$ cat src/rtl/uart_sim_pkg.sv
// Shared types and elaboration-time helpers for the simulation UART receiver.
package uart_sim_pkg;

    // Receiver FSM states; IDLE is the reset encoding.
    typedef enum logic [2:0] {
        IDLE  = 3'd0,
        START = 3'd1,
        DATA  = 3'd2,
        STOP  = 3'd3,
        BREAK = 3'd4
    } rx_state_t;

    localparam int DATA_BITS = 8;

    // Ceiling log2, never below 1 so that derived vector widths stay legal.
    function automatic int clog2(input int value);
        int result;
        result = 1;
        for (int i = 0; i < 31; i++) begin
            if ((1 << i) < value) begin
                result = i + 1;
            end
        end
        return result;
    endfunction

    // Whole clocks per bit; the fractional part is dropped.
    function automatic int calc_clks_per_bit(input int clk_freq, input int baud);
        return clk_freq / baud;
    endfunction

endpackage

$ cat src/rtl/uart_rx_fifo.sv
// Synchronous first-word-fall-through FIFO for received bytes.
// dout always shows the oldest entry and reads as zero while empty.
module uart_rx_fifo
    import uart_sim_pkg::*;
#(
    parameter int DEPTH = 16,
    parameter int WIDTH = 8
) (
    input  logic             clk,
    input  logic             rst_n,
    input  logic             push,
    input  logic [WIDTH-1:0] din,
    input  logic             pop,
    output logic [WIDTH-1:0] dout,
    output logic             empty,
    output logic             full
);

    localparam int AW = clog2(DEPTH);

    logic [WIDTH-1:0] mem [DEPTH];
    logic [AW:0]      wr_ptr;
    logic [AW:0]      rd_ptr;
    logic             do_push;
    logic             do_pop;

    // Pointers carry one extra wrap bit: equal pointers mean empty, equal
    // index with differing wrap bit means full.
    assign empty   = (wr_ptr == rd_ptr);
    assign full    = (wr_ptr[AW] != rd_ptr[AW]) &&
                     (wr_ptr[AW-1:0] == rd_ptr[AW-1:0]);
    assign do_pop  = pop && !empty;
    // A pop in the same cycle frees the slot the push needs, so a full FIFO
    // still accepts a byte when it is also being read.
    assign do_push = push && (!full || do_pop);
    assign dout    = empty ? '0 : mem[rd_ptr[AW-1:0]];

    // Advance read and write pointers on accepted operations.
    always_ff @(posedge clk or negedge rst_n) begin
        if (!rst_n) begin
            wr_ptr <= '0;
            rd_ptr <= '0;
        end else begin
            if (do_push) begin
                wr_ptr <= wr_ptr + (AW+1)'(1);
            end
            if (do_pop) begin
                rd_ptr <= rd_ptr + (AW+1)'(1);
            end
        end
    end

    // Storage array; contents are only visible through dout when non-empty.
    always_ff @(posedge clk) begin
        if (do_push) begin
            mem[wr_ptr[AW-1:0]] <= din;
        end
    end

endmodule

$ cat src/rtl/uart_rx_monitor.sv
// UART 8N1 receiver: two-flop synchronizer, down-counting baud timer,
// start/data/stop/break FSM and a byte FIFO with a valid/ready port.
//
// Consumer handshake: valid is high whenever a byte is queued and data holds
// the oldest byte; the byte is consumed on a rising clk edge where
// valid && ready. ready while valid is low does nothing, and data/valid do
// not depend combinationally on ready.
module uart_rx_monitor
    import uart_sim_pkg::*;
#(
    parameter int CLK_FREQ     = 100000000,
    parameter int BAUD         = 115200,
    parameter int CLKS_PER_BIT = calc_clks_per_bit(CLK_FREQ, BAUD),
    parameter int FIFO_DEPTH   = 16
) (
    input  logic       clk,
    input  logic       rst_n,
    input  logic       rx,
    output logic [7:0] data,
    output logic       valid,
    input  logic       ready,
    output logic       frame_err,
    output logic       overflow,
    output logic       busy
);

    localparam int            CW        = clog2(CLKS_PER_BIT);
    // Half a bit from the detected falling edge lands on the start-bit centre.
    localparam logic [CW-1:0] HALF_LOAD = CW'(CLKS_PER_BIT / 2 - 1);
    localparam logic [CW-1:0] FULL_LOAD = CW'(CLKS_PER_BIT - 1);

    logic                 rx_meta;
    logic                 rx_s;
    rx_state_t            state;
    rx_state_t            state_next;
    logic [CW-1:0]        baud_cnt;
    logic [CW-1:0]        baud_cnt_next;
    logic [2:0]           bit_cnt;
    logic [2:0]           bit_cnt_next;
    logic [DATA_BITS-1:0] shift_reg;
    logic [DATA_BITS-1:0] shift_next;
    logic                 tick;
    logic                 push_byte;
    logic                 frame_err_set;
    logic                 fifo_empty;
    logic                 fifo_full;
    logic                 pop;

    assign tick  = (baud_cnt == '0);
    assign valid = !fifo_empty;
    assign pop   = valid && ready;

    // Two-flop synchronizer; resets to the idle line level.
    always_ff @(posedge clk or negedge rst_n) begin
        if (!rst_n) begin
            rx_meta <= 1'b1;
            rx_s    <= 1'b1;
        end else begin
            rx_meta <= rx;
            rx_s    <= rx_meta;
        end
    end

    // FSM state register.
    always_ff @(posedge clk or negedge rst_n) begin
        if (!rst_n) begin
            state <= IDLE;
        end else begin
            state <= state_next;
        end
    end

    // Baud timer, bit counter and shift register.
    always_ff @(posedge clk or negedge rst_n) begin
        if (!rst_n) begin
            baud_cnt  <= '0;
            bit_cnt   <= '0;
            shift_reg <= '0;
        end else begin
            baud_cnt  <= baud_cnt_next;
            bit_cnt   <= bit_cnt_next;
            shift_reg <= shift_next;
        end
    end

    // Next state and datapath updates; every sample happens on a tick.
    always_comb begin
        state_next    = state;
        baud_cnt_next = tick ? FULL_LOAD : baud_cnt - CW'(1);
        bit_cnt_next  = bit_cnt;
        shift_next    = shift_reg;
        unique case (state)
            IDLE: begin
                if (!rx_s) begin
                    state_next    = START;
                    baud_cnt_next = HALF_LOAD;
                end
            end
            START: begin
                if (tick) begin
                    if (rx_s) begin
                        // Line was high again at the start-bit centre: a glitch.
                        state_next = IDLE;
                    end else begin
                        state_next    = DATA;
                        bit_cnt_next  = '0;
                        baud_cnt_next = FULL_LOAD;
                    end
                end
            end
            DATA: begin
                if (tick) begin
                    // LSB arrives first, so shift in from the top.
                    shift_next    = {rx_s, shift_reg[DATA_BITS-1:1]};
                    baud_cnt_next = FULL_LOAD;
                    if (bit_cnt == 3'd7) begin
                        state_next = STOP;
                    end else begin
                        bit_cnt_next = bit_cnt + 3'd1;
                    end
                end
            end
            STOP: begin
                if (tick) begin
                    state_next = rx_s ? IDLE : BREAK;
                end
            end
            BREAK: begin
                // Hold here until the line returns high so a long break
                // produces a single framing error.
                if (rx_s) begin
                    state_next = IDLE;
                end
            end
            default: begin
                state_next = IDLE;
            end
        endcase
    end

    // FSM outputs: byte push, framing-error request and busy flag.
    always_comb begin
        push_byte     = (state == STOP) && tick && rx_s;
        frame_err_set = (state == STOP) && tick && !rx_s;
        busy          = (state != IDLE);
    end

    // Status flags: one-cycle framing-error pulse and sticky overflow.
    always_ff @(posedge clk or negedge rst_n) begin
        if (!rst_n) begin
            frame_err <= 1'b0;
            overflow  <= 1'b0;
        end else begin
            frame_err <= frame_err_set;
            if (push_byte && fifo_full && !pop) begin
                overflow <= 1'b1;
            end
        end
    end

    uart_rx_fifo #(
        .DEPTH (FIFO_DEPTH),
        .WIDTH (DATA_BITS)
    ) u_fifo (
        .clk   (clk),
        .rst_n (rst_n),
        .push  (push_byte),
        .din   (shift_reg),
        .pop   (pop),
        .dout  (data),
        .empty (fifo_empty),
        .full  (fifo_full)
    );

endmodule
$ cat config.mk
export PLATFORM = sky130hd
export DESIGN_NAME = uart_rx_monitor
export DESIGN_NICKNAME = d
export VERILOG_FILES = /design/src/rtl/uart_sim_pkg.sv /design/src/rtl/uart_rx_fifo.sv /design/src/rtl/uart_rx_monitor.sv
export SDC_FILE = /design/constraint.sdc
export NUM_CORES = 1
export LEC_CHECK = 0
export ABC_AREA = 1
export BUFFER_PORTS_ARGS = -buffer_cell sky130_fd_sc_hd__clkbuf_2
export CAP_MARGIN = 10
export CORE_ASPECT_RATIO = 1.1
export CORE_MARGIN = 3
export CORE_UTILIZATION = 35
export CTS_BUF_LIST = sky130_fd_sc_hd__clkbuf_16
export CTS_CLUSTER_SIZE = 24
export DETAILED_ROUTE_END_ITERATION = 8
export PLACE_DENSITY = 0.5
export SLEW_MARGIN = 40
export SYNTH_ARGS = -nofsm -noshare
export SYNTH_HDL_FRONTEND = slang
export SYNTH_HIERARCHICAL = 1
export SYNTH_SLANG_ARGS = --single-unit
$ cat constraint.sdc
create_clock -name clk -period 3.2 [get_ports clk]
set_input_delay 0.64 -clock clk [delete_from_list [all_inputs] [get_ports clk]]
set_output_delay 0.64 -clock clk [all_outputs]
set_load 0.01 [all_outputs]
# Word-level counts from Yosys, hierarchy flattened
# Memory sizes are Yosys's and may differ from the RTL's.
# Index checks and enable logic that the tools add are counted.
# op_classes
n_reduce_logical	21
muxes	23
add_sub_neg	4
n_eq_ne	16
# ops
op	count
$mux W10	5
$mux W3	11
$pmux W10 S3	1
$ne A2 B2 Y1 const B	8
$pmux W3 S5	1
$add A5 B1 Y5 const B	2
$logic_not A10 Y1	1
$sub A10 B1 Y10 const B	1
$logic_and A1 B1 Y1	9
$mux W8	1
$eq A3 B2 Y1 const B	2
$eq A3 B3 Y1 const B	2
$pmux W3 S2	1
$reduce_and A6 Y1	1
$eq A5 B5 Y1	1
$reduce_and A5 Y1	1
$eq A4 B4 Y1	1
$logic_not A1 Y1	4
$add A3 B1 Y3 const B	1
$eq A3 B1 Y1 const B	1
$logic_not A3 Y1	1
$reduce_bool A3 Y1	1
$mux W1	2
$mux W2	1
other kinds (4)	4
# word_totals
output_inout_bits	12
elab_cells	75
register_bits	38
mem_bits_rw	128
n_memories	1
# memory_table
memory	depth	word_bits	rd	rd_clocked_by_memory_dff	write_ports	line	text
u_fifo.mem	16	8	1	0	1	uart_rx_fifo.sv:21	logic [WIDTH-1:0] mem [DEPTH];

# Depth between registers and ports, before layout
# Gate-level depths: netlist of the first run.
# logic_depth
ltp_word	8
mapped_depth	14
mapped_depth_nobuf	12

# Hierarchy
# The synthesis of the first run kept the hierarchy.
# modules_own_cells
mod	n_inst	seq_area_each_um2	area_each_um2	cells_per_inst
uart_rx_fifo	1	4093.9	6299.8	656
uart_rx_monitor	1	703.2	1418.9	171

# Worst setup path before layout of the first run
# OpenSTA, ideal clock, no wires.
# synth_path
path_kind	register to register
from	register u_fifo.rd_ptr[1]
to	memory u_fifo.mem[12][0] (enable)
arrival_time_ps	2101
setup_time_ps	370
path_stages_with_launch	14
setup_slack_ps	729
cell_sequence	dfrtp_1 buf_4 inv_2 nand2_1 nand2_1 nor2_4 nand3_1 clkinv_1 nor2_1 inv_1 nand4_4 nand2_2 buf_4 nor2_1
# synth_between
elab_chain_len	8
elab_cells_between_ends	11
cone_classes	eq/ne: 2; mux: 2; reduce/logical: 7
# synth_rtl
element	line	text
from (decl)	uart_rx_fifo.sv:23	logic [AW:0] rd_ptr;
from (signal assigned)	uart_rx_fifo.sv:48	rd_ptr <= rd_ptr + (AW+1)'(1);
$eq A5 B5 Y1	uart_rx_fifo.sv:29	assign empty = (wr_ptr == rd_ptr);
via fifo_empty	uart_rx_monitor.sv:45	logic fifo_empty;
$logic_not A1 Y1	uart_rx_monitor.sv:50	assign valid = !fifo_empty;
$logic_and A1 B1 Y1	uart_rx_monitor.sv:51	assign pop = valid && ready;
via pop	uart_rx_monitor.sv:47	logic pop;
$logic_and A1 B1 Y1	uart_rx_fifo.sv:32	assign do_pop = pop && !empty;
$logic_or A1 B1 Y1	uart_rx_fifo.sv:35	assign do_push = push && (!full || do_pop);
$logic_and A1 B1 Y1	uart_rx_fifo.sv:35	
$mux W1	uart_rx_fifo.sv:55	if (do_push) begin
$mux W1 (implied by the code)	uart_rx_fifo.sv:56	mem[wr_ptr[AW-1:0]] <= din;
to (decl)	uart_rx_fifo.sv:21	
# The timed path passes the listed nets, and every way through them passes these cells.

# Final worst setup path of the first run
# layout_path
from	register u_fifo.rd_ptr[0]
to	output data[0]
# layout_between
elab_chain_len	2
elab_cells_between_ends	3
cone_classes	eq/ne: 1; mux: 1; memory: 1
# layout_rtl
element	line	text
$mem_v2 Z16 W8 or $eq A5 B5 Y1 (tied branches)	n/a	
$mux W8 (*)	uart_rx_fifo.sv:36	assign dout = empty ? '0 : mem[rd_ptr[AW-1:0]];
to (decl)	uart_rx_monitor.sv:19	output logic [7:0] data,
# Mark *: on every way between the ends. The rest lies on a longest branch, timed or not.

==> impl_summary.md, run 1 <==
Logic synthesis
The number of instances in the synthesized netlist is around 830. After synthesis, the netlist uses 30 different library cells. The cell type with the largest total area after synthesis is sky130_fd_sc_hd__edfxtp_1. Among all cell types in the netlist, the one instantiated most often is sky130_fd_sc_hd__nand2_1. In this run, synthesis produced a sequential element count of ~170.

Counting flops with a built-in enable in the synthesized netlist gives roughly 130. In the synthesized netlist the async set-or-reset flop fraction comes to between 20% and 30%. Counting every net in the synthesized netlist gives 839. By area the synthesized netlist is led by sky130_fd_sc_hd__edfxtp_1 50%, sky130_fd_sc_hd__nand2_1 15%, sky130_fd_sc_hd__dfrtp_1 12%. Sequential cells were found to cover 62.1% of the synthesized design area. The synthesis warning total is 6. For this run, the leading register cell type out of synthesis is sky130_fd_sc_hd__edfxtp_1.

The synthesized design devotes to its leading area cell type approximately half of total area. The post-synthesis cell area is 7720 sq um. The average size of a mapped cell is around 9.3 sq um. Sorting the synthesized cells by how often they occur yields 317 x sky130_fd_sc_hd__nand2_1, 128 x sky130_fd_sc_hd__edfxtp_1, 110 x sky130_fd_sc_hd__inv_1, 92 x sky130_fd_sc_hd__nand3_1, 38 x sky130_fd_sc_hd__nor2_1.

Clock network
The clock buffer count from CTS is 17. The number of sinks driven by the clock tree is around 170. Buffers added to address setup during post-CTS repair amount to 0.

The clock passes through at most 2 buffers. The master cell of the clock root buffer is sky130_fd_sc_hd__clkbuf_16. The clock input transition at the sequential cells of the worst setup and hold paths is around 70 ps. The H-tree generated during clock tree synthesis spans 4 levels. For the worst-skew pair, the clock arrives at the later sink with an insertion delay of 430 ps.

TritonCTS built the clock tree.

STA
Static timing analysis puts the maximum clock frequency at roughly 340 MHz. Setup repair after global routing left no endpoint under its margin. After routing, the total negative slack on setup checks comes to 0 ps. At the pin with the least slew margin, the transition time is 842 ps. The headroom to the max-slew limit is 43.9%. For the final database, setup skew stands at ~12 ps.

The setup violation total in the final timing report is 0. The shortest period the worst path allows is roughly 3000 ps. The period utilization is approximately 90%.

The final-report max-slew violation count is 0. The final number of hold-violating endpoints came to 0. The setup slack after layout is roughly 250 ps.

Worst setup path
The kind of cell adding the most delay to the critical path is buffers and inverters. The reg-to-reg setup timing slack is about 500 ps. Together, buffers and inverters on the worst path number 3. At the worst endpoint, the arrival time is about 2300 ps. The maximum fanout count along the critical path is 65. Walking the worst path, the cells encountered are inv_2 -> buf_6 -> nand2_1 -> nand2_1 -> nand2_1 -> nand3_1 -> nand3_1 -> a21oi_1 -> clkbuf_2.

The worst endpoint required time is about 2600 ps. The stage delay of the slowest cell on the critical path is about 450 ps. The most numerous cell type found on the critical path is sky130_fd_sc_hd__nand2_1. The slowest cell on the critical path is sky130_fd_sc_hd__dfrtp_2. The critical path in this run is classified as register to primary output.

STA classifies the critical path endpoint as a primary output. The critical path startpoint category is a register.

Routing
The final route contains about 5.2k vias. The first TritonRoute pass finished after 4 iterations. The detailed router finished its first iteration with 359 violations. The ratio of routed vias to standard cells is 4.50.

After detailed routing, the number of remaining DRC violations is 0. The detail route stage leaves a number of antenna-violating nets equal to 0. After detailed routing, the total wire length is 17.9 mm. The per-cell routed wire length is roughly 16 um.

Floorplan
The initial utilization of the core area, before any placement, comes to between 30 and 40%. In this run the standard cell core region covers 21500 sq um. The floorplan step set the die width to roughly 150 um.

16 I/O pins were placed. The number of rows in the core area is 56. The floorplan step set the die height to around 160 um. The die covers 23900 sq um.

GRT
The total congestion overflow is 0. Across every metal layer, demand over resource in global routing totals 15.7%. The initial antenna violation count was 0. The global-route wire length before repair is 28.5 mm. Entering global routing, the biggest net connects 66 pins. The number of global-route vias before repair is roughly 5.0k.

Placement
At the end of routability-driven placement, the weighted congestion stood at approximately 0.78. The number of port buffers is 15. The placed wire-length estimate after detailed placement is 10.9 mm. The worst setup slack before clock tree synthesis is approximately 510 ps.

Final layout
The antenna diode count is 0. The number of flip-flops under the largest register name is between 100 and 150. The final layout contains between 800 and 900 nets. Relative to the synthesized area, the layout overhead comes to 12.9%. The share of final-layout standard cells stronger than drive strength 1 is 11.6%.

Run status
The flow ran to the end, and the final reports show no timing, DRC or antenna violations.

Pwr
The worst IR drop on VDD is roughly 0.35 mV. For this design the ratio of total power to cell area is between 500 and 600 nW/um^2. The total design power is about 4.4 mW. For this design the static power due to leakage is a little under 4 nW.

Worst hold path
The min-delay analysis places its worst path in the category input pin to asynchronous set/reset pin.

Run
Max-cap violations in this run came to 0.
-- cell usage in the layout, fill, tap and decap left out, types with 14 or more instances in the layout --
cell type                   instances
sky130_fd_sc_hd__edfxtp_1         128
sky130_fd_sc_hd__clkbuf_16         17
sky130_fd_sc_hd__clkbuf_2          14
sky130_fd_sc_hd__nand3_1           92
sky130_fd_sc_hd__nor2_1            31
sky130_fd_sc_hd__inv_1            110
sky130_fd_sc_hd__dfrtp_1           34
sky130_fd_sc_hd__nand2_1          317
-- cell type report --
class                      instances  area [sq um]
timing repair buffer              28           183
fill                            2152         12800
clock buffer                      17           425
inverter                         123           462
clock inverter                    15           169
tap                              290           363
multi-input combinational        510          2320
sequential                       166          4800
-- power breakdown --
| group | internal [mW] | switching (mW) | leakage [nW] |
|---|---|---|---|
| clock network | 1.17 | 0.887 | 0.288 |
| registers | 2.30 | 0.00103 | 1.99 |
| logic | 0.00257 | 0.0129 | 1.62 |
-- what timing repair did --
action	in CTS	in global routing
hold buffers	0	0
gates resized for setup	0	2
endpoints found under the setup margin	0	3
-- path summary, 6_finish.rpt --
kind	from	end	depth (start not counted)
setup / recovery	u_fifo/rd_ptr[0]	data[0]	9
hold / removal	rst_n	baud_cnt[0]	1
setup reg to reg	u_fifo/wr_ptr[0]	u_fifo/mem[13][3]	12
hold reg to reg	rx_meta	rx_s	0
max in group asynchronous	rst_n	shift_reg[1]	1
min in group clk	rx	rx_meta	1
-- through the flow --
stage | util (%) | area (sq um) | cells | hold WS [ps]
2_1_floorplan | - | 7720 | 827 | 344
3_3_place_gp | 37.6 | 8090 | 1117 | 347
3_5_place_dp | 37.7 | 8100 | 1117 | 348
4_1_cts | 40.4 | 8690 | 1149 | 237
5_1_grt | 40.5 | 8720 | 1149 | 240
6_report | 40.5 | 8720 | 1149 | 204
-- metal layers --
metal  up-vias  track usage (%)  wire length, um
met1      2401             21.5             8470
met5         -                0                0
met3        17             3.18              707
li1       2661                -                -
met4         0             5.97              345
met2        95             24.7             8360
-- cell families after synthesis --
family          count (synthesis)  share of synthesized area [%]
fa+ha+maj                       8                           1.30
simple gates                  468                           25.9
flops                         166                           62.1
compound gates                 26                           1.72
buf+inv                       151                           8.07
xor+xnor                        8                          0.908
-- worst register-to-register path, cell delays in order, from the launching register on --
cell and delay (ps):
sky130_fd_sc_hd__dfrtp_1 440, sky130_fd_sc_hd__inv_1 140, sky130_fd_sc_hd__nand2_1 60, sky130_fd_sc_hd__nand2_1 100, sky130_fd_sc_hd__nor2_4 50, sky130_fd_sc_hd__nand3_1 120, sky130_fd_sc_hd__clkinv_1 90, sky130_fd_sc_hd__nor2_1 150
sky130_fd_sc_hd__inv_1 90, sky130_fd_sc_hd__nand4_4 100, sky130_fd_sc_hd__nand2_2 230, sky130_fd_sc_hd__buf_4 250, sky130_fd_sc_hd__nor2_1 520
(Power assumes the default switching activity.)
==> run 2: changes to the inputs <==
--- a/config.mk
+++ b/config.mk
@@ -8,13 +8,16 @@
 export ABC_AREA = 1
 export BUFFER_PORTS_ARGS = -buffer_cell sky130_fd_sc_hd__clkbuf_2
 export CAP_MARGIN = 10
+export CELL_PAD_IN_SITES_DETAIL_PLACEMENT = 1
+export CELL_PAD_IN_SITES_GLOBAL_PLACEMENT = 2
 export CORE_ASPECT_RATIO = 1.1
 export CORE_MARGIN = 3
 export CORE_UTILIZATION = 35
 export CTS_BUF_LIST = sky130_fd_sc_hd__clkbuf_16
+export CTS_CLUSTER_DIAMETER = 40
 export CTS_CLUSTER_SIZE = 24
 export DETAILED_ROUTE_END_ITERATION = 8
-export PLACE_DENSITY = 0.5
+export PLACE_DENSITY = 0.7
 export SLEW_MARGIN = 40
 export SYNTH_ARGS = -nofsm -noshare
 export SYNTH_HDL_FRONTEND = slang
==> impl_summary.md, run 2 (synthesis gave the netlist of run 1 again) <==
Worst setup path
In this design, the stage delay of the slowest critical-path cell is around 400 ps. The worst flop-to-flop path endpoint is u_fifo/mem[10][2]. On the critical path, the stage with the largest delay is an instance of sky130_fd_sc_hd__buf_4. The signal on the critical path passes through buf_4 -> nand2_1 -> nand2_1 -> nor2_4 -> nand3_1 -> clkinv_1 -> buf_4 -> a21oi_1 -> clkbuf_2. Along the worst path, the maximum fanout reaches 36.

The nature of the critical path endpoint is a primary output. Data on the critical path is required at its endpoint by 2560 ps. The critical path buffer and inverter count is 4.

STA classifies the critical path startpoint as a register. In this design, the largest share of critical-path delay is due to buffers and inverters. The worst path arrival time is ~2300 ps. The number of cells on the worst reg-to-reg path is 12. The source of the worst register-to-register timing path is u_fifo/rd_ptr[1]. For flop-to-flop paths, the worst setup slack is ~500 ps.

The most critical setup path has its startpoint at u_fifo/rd_ptr[1]. The critical path is of the register to primary output type.

Clock network
The post-CTS resize count is 0. The number of levels the H-tree was split into is 4. The clock tree from TritonCTS is built. The clock buffer count from CTS is 17. CTS placed an instance of sky130_fd_sc_hd__clkbuf_16 at the clock tree root. After clock tree synthesis, the clock-pin slew on the worst setup and hold paths is approximately 70 ps.

The clock insertion delay at the later pin of the skew report is roughly 430 ps. The clock passes through at most 2 buffers. The buffers inserted during post-CTS setup optimization is 0. For this design, the CTS-stage hold fixing added 0 buffers.

The tree built by TritonCTS fans out to 166 sinks.

Floorplan
From left edge to right edge, the die measures 148 um. The die covers around 24000 sq um. 16 I/O pins were placed. The vertical die dimension is 162 um. The number of rows in the core area is 56. The area of the placeable core is 21500 sq um. Once the floorplan was initialized, standard cells occupied between 30 and 40% of the core.

Run
The count of max-cap constraint violations is 0.

STA
The period utilization is 91.2%. The sum of negative setup slack is 0 ps. The post-route clock skew is roughly 7.0 ps.

Setup repair after global routing left no endpoint under its margin. The final-report max-slew violation count is 0. The shortest period the worst path allows is slightly below 3000 ps. The headroom to the max-slew limit is between 60% and 70%. Based on the critical path, the design can be clocked at up to 343 MHz. The final number of hold-violating endpoints is 0. The final worst hold slack is roughly 210 ps. Setup slack closes at ~280 ps. The setup violation total in the final timing report is 0. For the pin with the worst max-slew slack, the measured transition is about 570 ps.

GRT
Entering global routing, the biggest net connects a little under 70 pins. The number of global-route vias before repair came to between 5k and 6k. The first global-routing pass estimated 32.4 mm of wire. The total congestion overflow is 0. The overall routing resource usage is between 10% and 20%.

The initial antenna violation count came to 0.

Routing
In the routed layout, each cell is associated on average with a via count of between 4 and 5. Once detail routing completed, the nets flagged for antenna violations numbered 0. After detailed routing, the number of remaining DRC violations is 0. The count of routing violations after the opening detailed-route iteration is ~430.

Dividing the detail-routed wire length by the instance count gives 17.5 um. The final layout contains routed wiring with a total length of around 20 mm. The first detailed-routing pass took 4 iterations. The detailed-route via count is 5451.

Pwr
The share of total power dissipated in the clock network is ~48%. The static leakage is 3.97 nW. Sequential cells account for between 50 and 60% of the total power. The total design power is approximately 4.4 mW.

The switching part of the total power is slightly below 20%. For this design the ratio of total power to cell area is around 500 nW/um^2. The relative contribution of combinational cells to total power is less than 1%. Cell internal power was estimated by the tool at between 3 and 4 mW.

The net switching power figure is about 0.87 mW. IR analysis of the VDD net gives a maximum drop of roughly 0.34 mV.

Final layout
The final net count is about 870. With fillers left out, the area of the finished cells amounts to approximately 8800 sq um. The top cell types in the final layout, fill and taps aside, are 317 x sky130_fd_sc_hd__nand2_1, 128 x sky130_fd_sc_hd__edfxtp_1, 111 x sky130_fd_sc_hd__inv_1, 92 x sky130_fd_sc_hd__nand3_1, 38 x sky130_fd_sc_hd__nor2_1. The share of final-layout standard cells stronger than drive strength 1 is approximately an eighth.

The relative area change from synthesis to final layout is 14.4%. The register with the most flip-flops in the layout has around 130 of them. The repair_antennas step left the layout with diodes totalling 0. The library cell used most frequently in the layout, excluding fill and tap cells, is sky130_fd_sc_hd__nand2_1.

Worst hold path
The path class of the tightest hold or removal check is input pin to asynchronous set/reset pin.

Placement
The placed wire-length estimate after detailed placement is 13.6 mm. The placed instances occupy a cell area of a little over 8000 sq um. Port buffering added 15 buffers. The last weighted congestion value of the routability-driven placer is 0.824. At the placement stage, the worst setup path has a slack of slightly above 500 ps.

Run status
The run finished with clean final reports.
run 2: worst max path at each step:
stage	end	slack (ps)	depth (start not counted)
2_1_floorplan	u_fifo/mem[12][0]	730	13
3_3_place_gp	u_fifo/mem[10][1]	510	12
6_report	data[6]	280	9
3_5_place_dp	u_fifo/mem[5][2]	510	12
4_1_cts	data[2]	240	8
5_1_grt	data[2]	50	8
run 2: power by group through the flow:
stage,sequential [mW],combinational (mW),clock [mW]
6_report,2.30,0.0153,2.09
3_3_place_gp,2.34,0.0158,0
3_5_place_dp,2.34,0.0166,0
5_1_grt,2.30,0.0189,2.25
2_1_floorplan,2.34,0.00292,0
4_1_cts,2.30,0.0167,2.15
run 2: area by class of cell:
| class | count | area, sq um |
|---|---|---|
| Fill cell | 2479 | 12700 |
| Sequential cell | 166 | 4810 |
| Multi-Input combinational cell | 510 | 2300 |
| Inverter | 123 | 462 |
| Clock buffer | 17 | 425 |
| Tap cell | 290 | 363 |
| Timing Repair Buffer | 39 | 295 |
| Clock inverter | 15 | 178 |
run 2: through the flow:
| stage | utilization [%] | instances |
|---|---|---|
| detailed placement | 38.2 | 1128 |
| global placement | 38.2 | 1128 |
| global route | 41.0 | 1160 |
| finish | 41.0 | 1160 |
| CTS | 41.0 | 1160 |
| floorplan | - | 827 |
run 2: layer usage:
layer | share of wire (%) | up-vias | GRT usage [%]
met3 | 2.3 | 26 | 2.34
li1 | - | 2679 | -
met2 | 49 | 66 | 29.4
met4 | 1.8 | 0 | 5.76
met1 | 47 | 2680 | 24.4
met5 | 0 | - | 0
==> run 3: changes to the inputs <==
--- a/config.mk
+++ b/config.mk
@@ -9,7 +9,7 @@
 export BUFFER_PORTS_ARGS = -buffer_cell sky130_fd_sc_hd__clkbuf_2
 export CAP_MARGIN = 10
 export CELL_PAD_IN_SITES_DETAIL_PLACEMENT = 1
-export CELL_PAD_IN_SITES_GLOBAL_PLACEMENT = 2
+export CELL_PAD_IN_SITES_GLOBAL_PLACEMENT = 1
 export CORE_ASPECT_RATIO = 1.1
 export CORE_MARGIN = 3
 export CORE_UTILIZATION = 35
@@ -17,7 +17,7 @@
 export CTS_CLUSTER_DIAMETER = 40
 export CTS_CLUSTER_SIZE = 24
 export DETAILED_ROUTE_END_ITERATION = 8
-export PLACE_DENSITY = 0.7
+export PLACE_DENSITY_LB_ADDON = 0.1
 export SLEW_MARGIN = 40
 export SYNTH_ARGS = -nofsm -noshare
 export SYNTH_HDL_FRONTEND = slang
==> impl_summary.md, run 3 (synthesis gave the netlist of run 1 again) <==
Clock network
The clock tree from TritonCTS is built. In this run the number of H-tree levels came out at 4. Hold repair after CTS inserted 0 buffers. The number of sinks driven by the clock tree is approximately 170.

The post-CTS resize count is 0. Clock tree synthesis selected as its root buffer the cell sky130_fd_sc_hd__clkbuf_16. Clock-pin slew was measured on the worst setup and hold paths at roughly 70 ps. The maximum root-to-sink buffer count is 2. In this run the post-CTS setup repair buffer count came out at 0. The number of clock buffers added by TritonCTS is 17. The clock insertion delay at the later pin of the skew report is between 400 and 500 ps.

Placement
OpenSTA, run right after detailed placement, puts the worst setup slack at between 500 and 600 ps. Buffers placed on the I/O ports in this run total 15. The placed wire-length estimate after detailed placement is 14.3 mm.

The last weighted congestion value of the routability-driven placer is 0.839.

Pwr
The share of total power in the clock network is ~46%. Cell internal power was estimated by the tool at about 3.4 mW. In this run switching power makes up between 20% and 30% of total power. The net switching power figure is 0.926 mW.

Sequential cells account for a little over half of the total power. Power spread over the standard cell area amounts to about 500 nW/um^2. The share of total power dissipated in combinational logic is 0.4%. The analysis attributes to cell leakage a power of 3.93 nW. The worst-case IR drop observed on VDD is ~0.35 mV.

STA
Across all setup checks in the final design, the least slack found is ~230 ps. Setup violations remaining at the end of the flow were counted as 0. The final number of hold-violating endpoints is 0. The shortest period the worst path allows is roughly 3000 ps. On the final layout, the worst hold slack is around 220 ps. Setup repair after global routing left no endpoint under its margin. Setup total negative slack on the finished layout was measured at 0 ps.

At the pin with the least slew margin, the transition time is approximately 600 ps. The final-report max-slew violation count is 0. The post-route clock skew is 11.4 ps. The period utilization is 92.7%. Derived from the worst setup path, the maximum achievable clock frequency is roughly 340 MHz. The headroom to the max-slew limit is 60.1%.

Worst setup path
The slowest cell on the critical path is sky130_fd_sc_hd__dfrtp_2. The reg-to-reg setup timing slack is roughly 560 ps. In this run the critical register-to-register path is captured at u_fifo/mem[1][1].

The worst setup path is launched from a register. The worst endpoint required time is around 2600 ps. The maximum fanout count along the critical path is 41.

The critical path class is register to primary output. The nature of the critical path endpoint is a primary output. At the worst endpoint, the arrival time is ~2300 ps.

The source of the worst register-to-register timing path is u_fifo/rd_ptr[0]. In this design, the stage delay of the slowest critical-path cell is 380 ps. The signal on the critical path passes through buf_4 -> nand2_1 -> nand2_1 -> nor2_4 -> nand3_1 -> clkinv_1 -> buf_4 -> a21oi_1 -> clkbuf_2. The number of cells on the worst reg-to-reg path is 11.

Run status
The flow ran to the end, and the final reports show no timing, DRC or antenna violations.

Routing
Wires add up to between 20 and 25 mm. Across all layers, the routed design uses 5464 vias. The number of nets still failing antenna checks after routing is 0. The post-route DRC violation count is 0. The per-cell routed wire length is 18.5 um.

The count of routing violations after the opening detailed-route iteration is ~360. The ratio of routed vias to standard cells is 4.71. Before antenna repair, the detailed router went through 6 iterations.

GRT
The global-route wire length before repair is 33.2 mm. The initial antenna violation count is 0. The number of global-route vias before repair was ~5.8k. For this run the aggregate overflow at the end of global routing stands at 0. The overall routing resource usage is 18.5%.

Entering global routing, the biggest net connects roughly 50 pins.

Final layout
The top cell types in the final layout, fill and taps aside, are 317 x sky130_fd_sc_hd__nand2_1, 128 x sky130_fd_sc_hd__edfxtp_1, 110 x sky130_fd_sc_hd__inv_1, 92 x sky130_fd_sc_hd__nand3_1, 38 x sky130_fd_sc_hd__nor2_1. The final layout contains ~870 nets. The share of final-layout standard cells stronger than drive strength 1 is 12.4%. The final-layout fill cell count is ~2.5k. The register with the most flip-flops in the layout has around 130 of them. Leaving out fill and tap cells, the most frequent cell in the layout is sky130_fd_sc_hd__nand2_1. The relative area change from synthesis to final layout is 13.6%.

Floorplan
The area of the die is ~24000 sq um. From left edge to right edge, the die measures between 100 and 150 um. Measured along the y axis, the die boundary spans 162 um. After floorplanning, the core was divided into 56 placement rows. The initial cell density of the core is between 30% and 40%.

After floorplanning, the core was sized to cover between 20000 and 25000 sq um. The number of top-level design ports is 16.

Worst hold path
The path type of the worst min-delay path is input pin to asynchronous set/reset pin.

Run
The count of max-cap constraint violations is 0.
==> run 3: cell count changes in the layout (fill, tap and decap cells not counted) <==
cell / previous run / this run
sky130_fd_sc_hd__bufinv_16: 3 / 1
sky130_fd_sc_hd__clkinv_2: 3 / 1
sky130_fd_sc_hd__inv_6: 3 / 4
sky130_fd_sc_hd__inv_1: 111 / 110
sky130_fd_sc_hd__buf_12: 3 / 2
sky130_fd_sc_hd__buf_4: 21 / 20
sky130_fd_sc_hd__clkinvlp_4: 3 / 5
sky130_fd_sc_hd__inv_8: 1 / 2
sky130_fd_sc_hd__clkinv_1: 2 / 3
sky130_fd_sc_hd__diode_2: 0 / 1
==> run 3: worst max-delay path: cells and delay by family, from the launching register on <==
kind	cells	cell delay, ps
flops	1	380
buf+inv	4	850
simple gates	4	410
compound gates	1	270
==> run 3: worst max path at each step <==
stage	end	start	slack [ps]	depth (start not counted)
2_1_floorplan	u_fifo/mem[12][0]	u_fifo/rd_ptr[1]	730	13
3_3_place_gp	u_fifo/mem[1][1]	u_fifo/rd_ptr[0]	630	11
3_5_place_dp	u_fifo/mem[1][4]	u_fifo/rd_ptr[0]	560	11
4_1_cts	data[0]	u_fifo/rd_ptr[0]	220	9
5_1_grt	data[0]	u_fifo/rd_ptr[0]	50	9
6_report	data[0]	u_fifo/rd_ptr[0]	230	9
==> run 3: metal layers <==
layer | GRT usage [%] | vias up | wire (um)
met3 | 3.63 | 17 | 637
met2 | 31.5 | 77 | 10500
met4 | 4.24 | 0 | 243
met1 | 24.7 | 2697 | 10100
li1 | - | 2673 | -
met5 | 0 | - | 0
==> run 3: power by group through the flow <==
stage / clock, mW / sequential (mW) / combinational [mW]
floorplan: 0 / 2.34 / 0.00292
detailed placement: 0 / 2.34 / 0.0169
global route: 2.12 / 2.30 / 0.0184
finish: 2.00 / 2.30 / 0.0156
global placement: 0 / 2.34 / 0.0158
CTS: 2.04 / 2.30 / 0.0167
==> run 3: area by class of cell <==
type                    count  area [sq um]  share of cell area (%)
well taps                 290           363                    4.14
diodes                      1          2.50                  0.0285
multi-input cells         510          2300                    26.2
clock buffers              17           425                    4.85
inverters                 123           462                    5.26
repair buffers             37           268                    3.05
clock inverters            15           143                    1.63
flip-flops and latches    166          4810                    54.8
==> run 3: metrics by stage <==
step           area, sq um  util [%]  std cells  total power [mW]
2_1_floorplan         7720         -        827              2.35
3_3_place_gp          8190      38.1       1126              2.36
3_5_place_dp          8200      38.1       1126              2.36
4_1_cts               8770      40.8       1158              4.35
5_1_grt               8770      40.8       1158              4.44
6_report              8770      40.8       1159              4.31
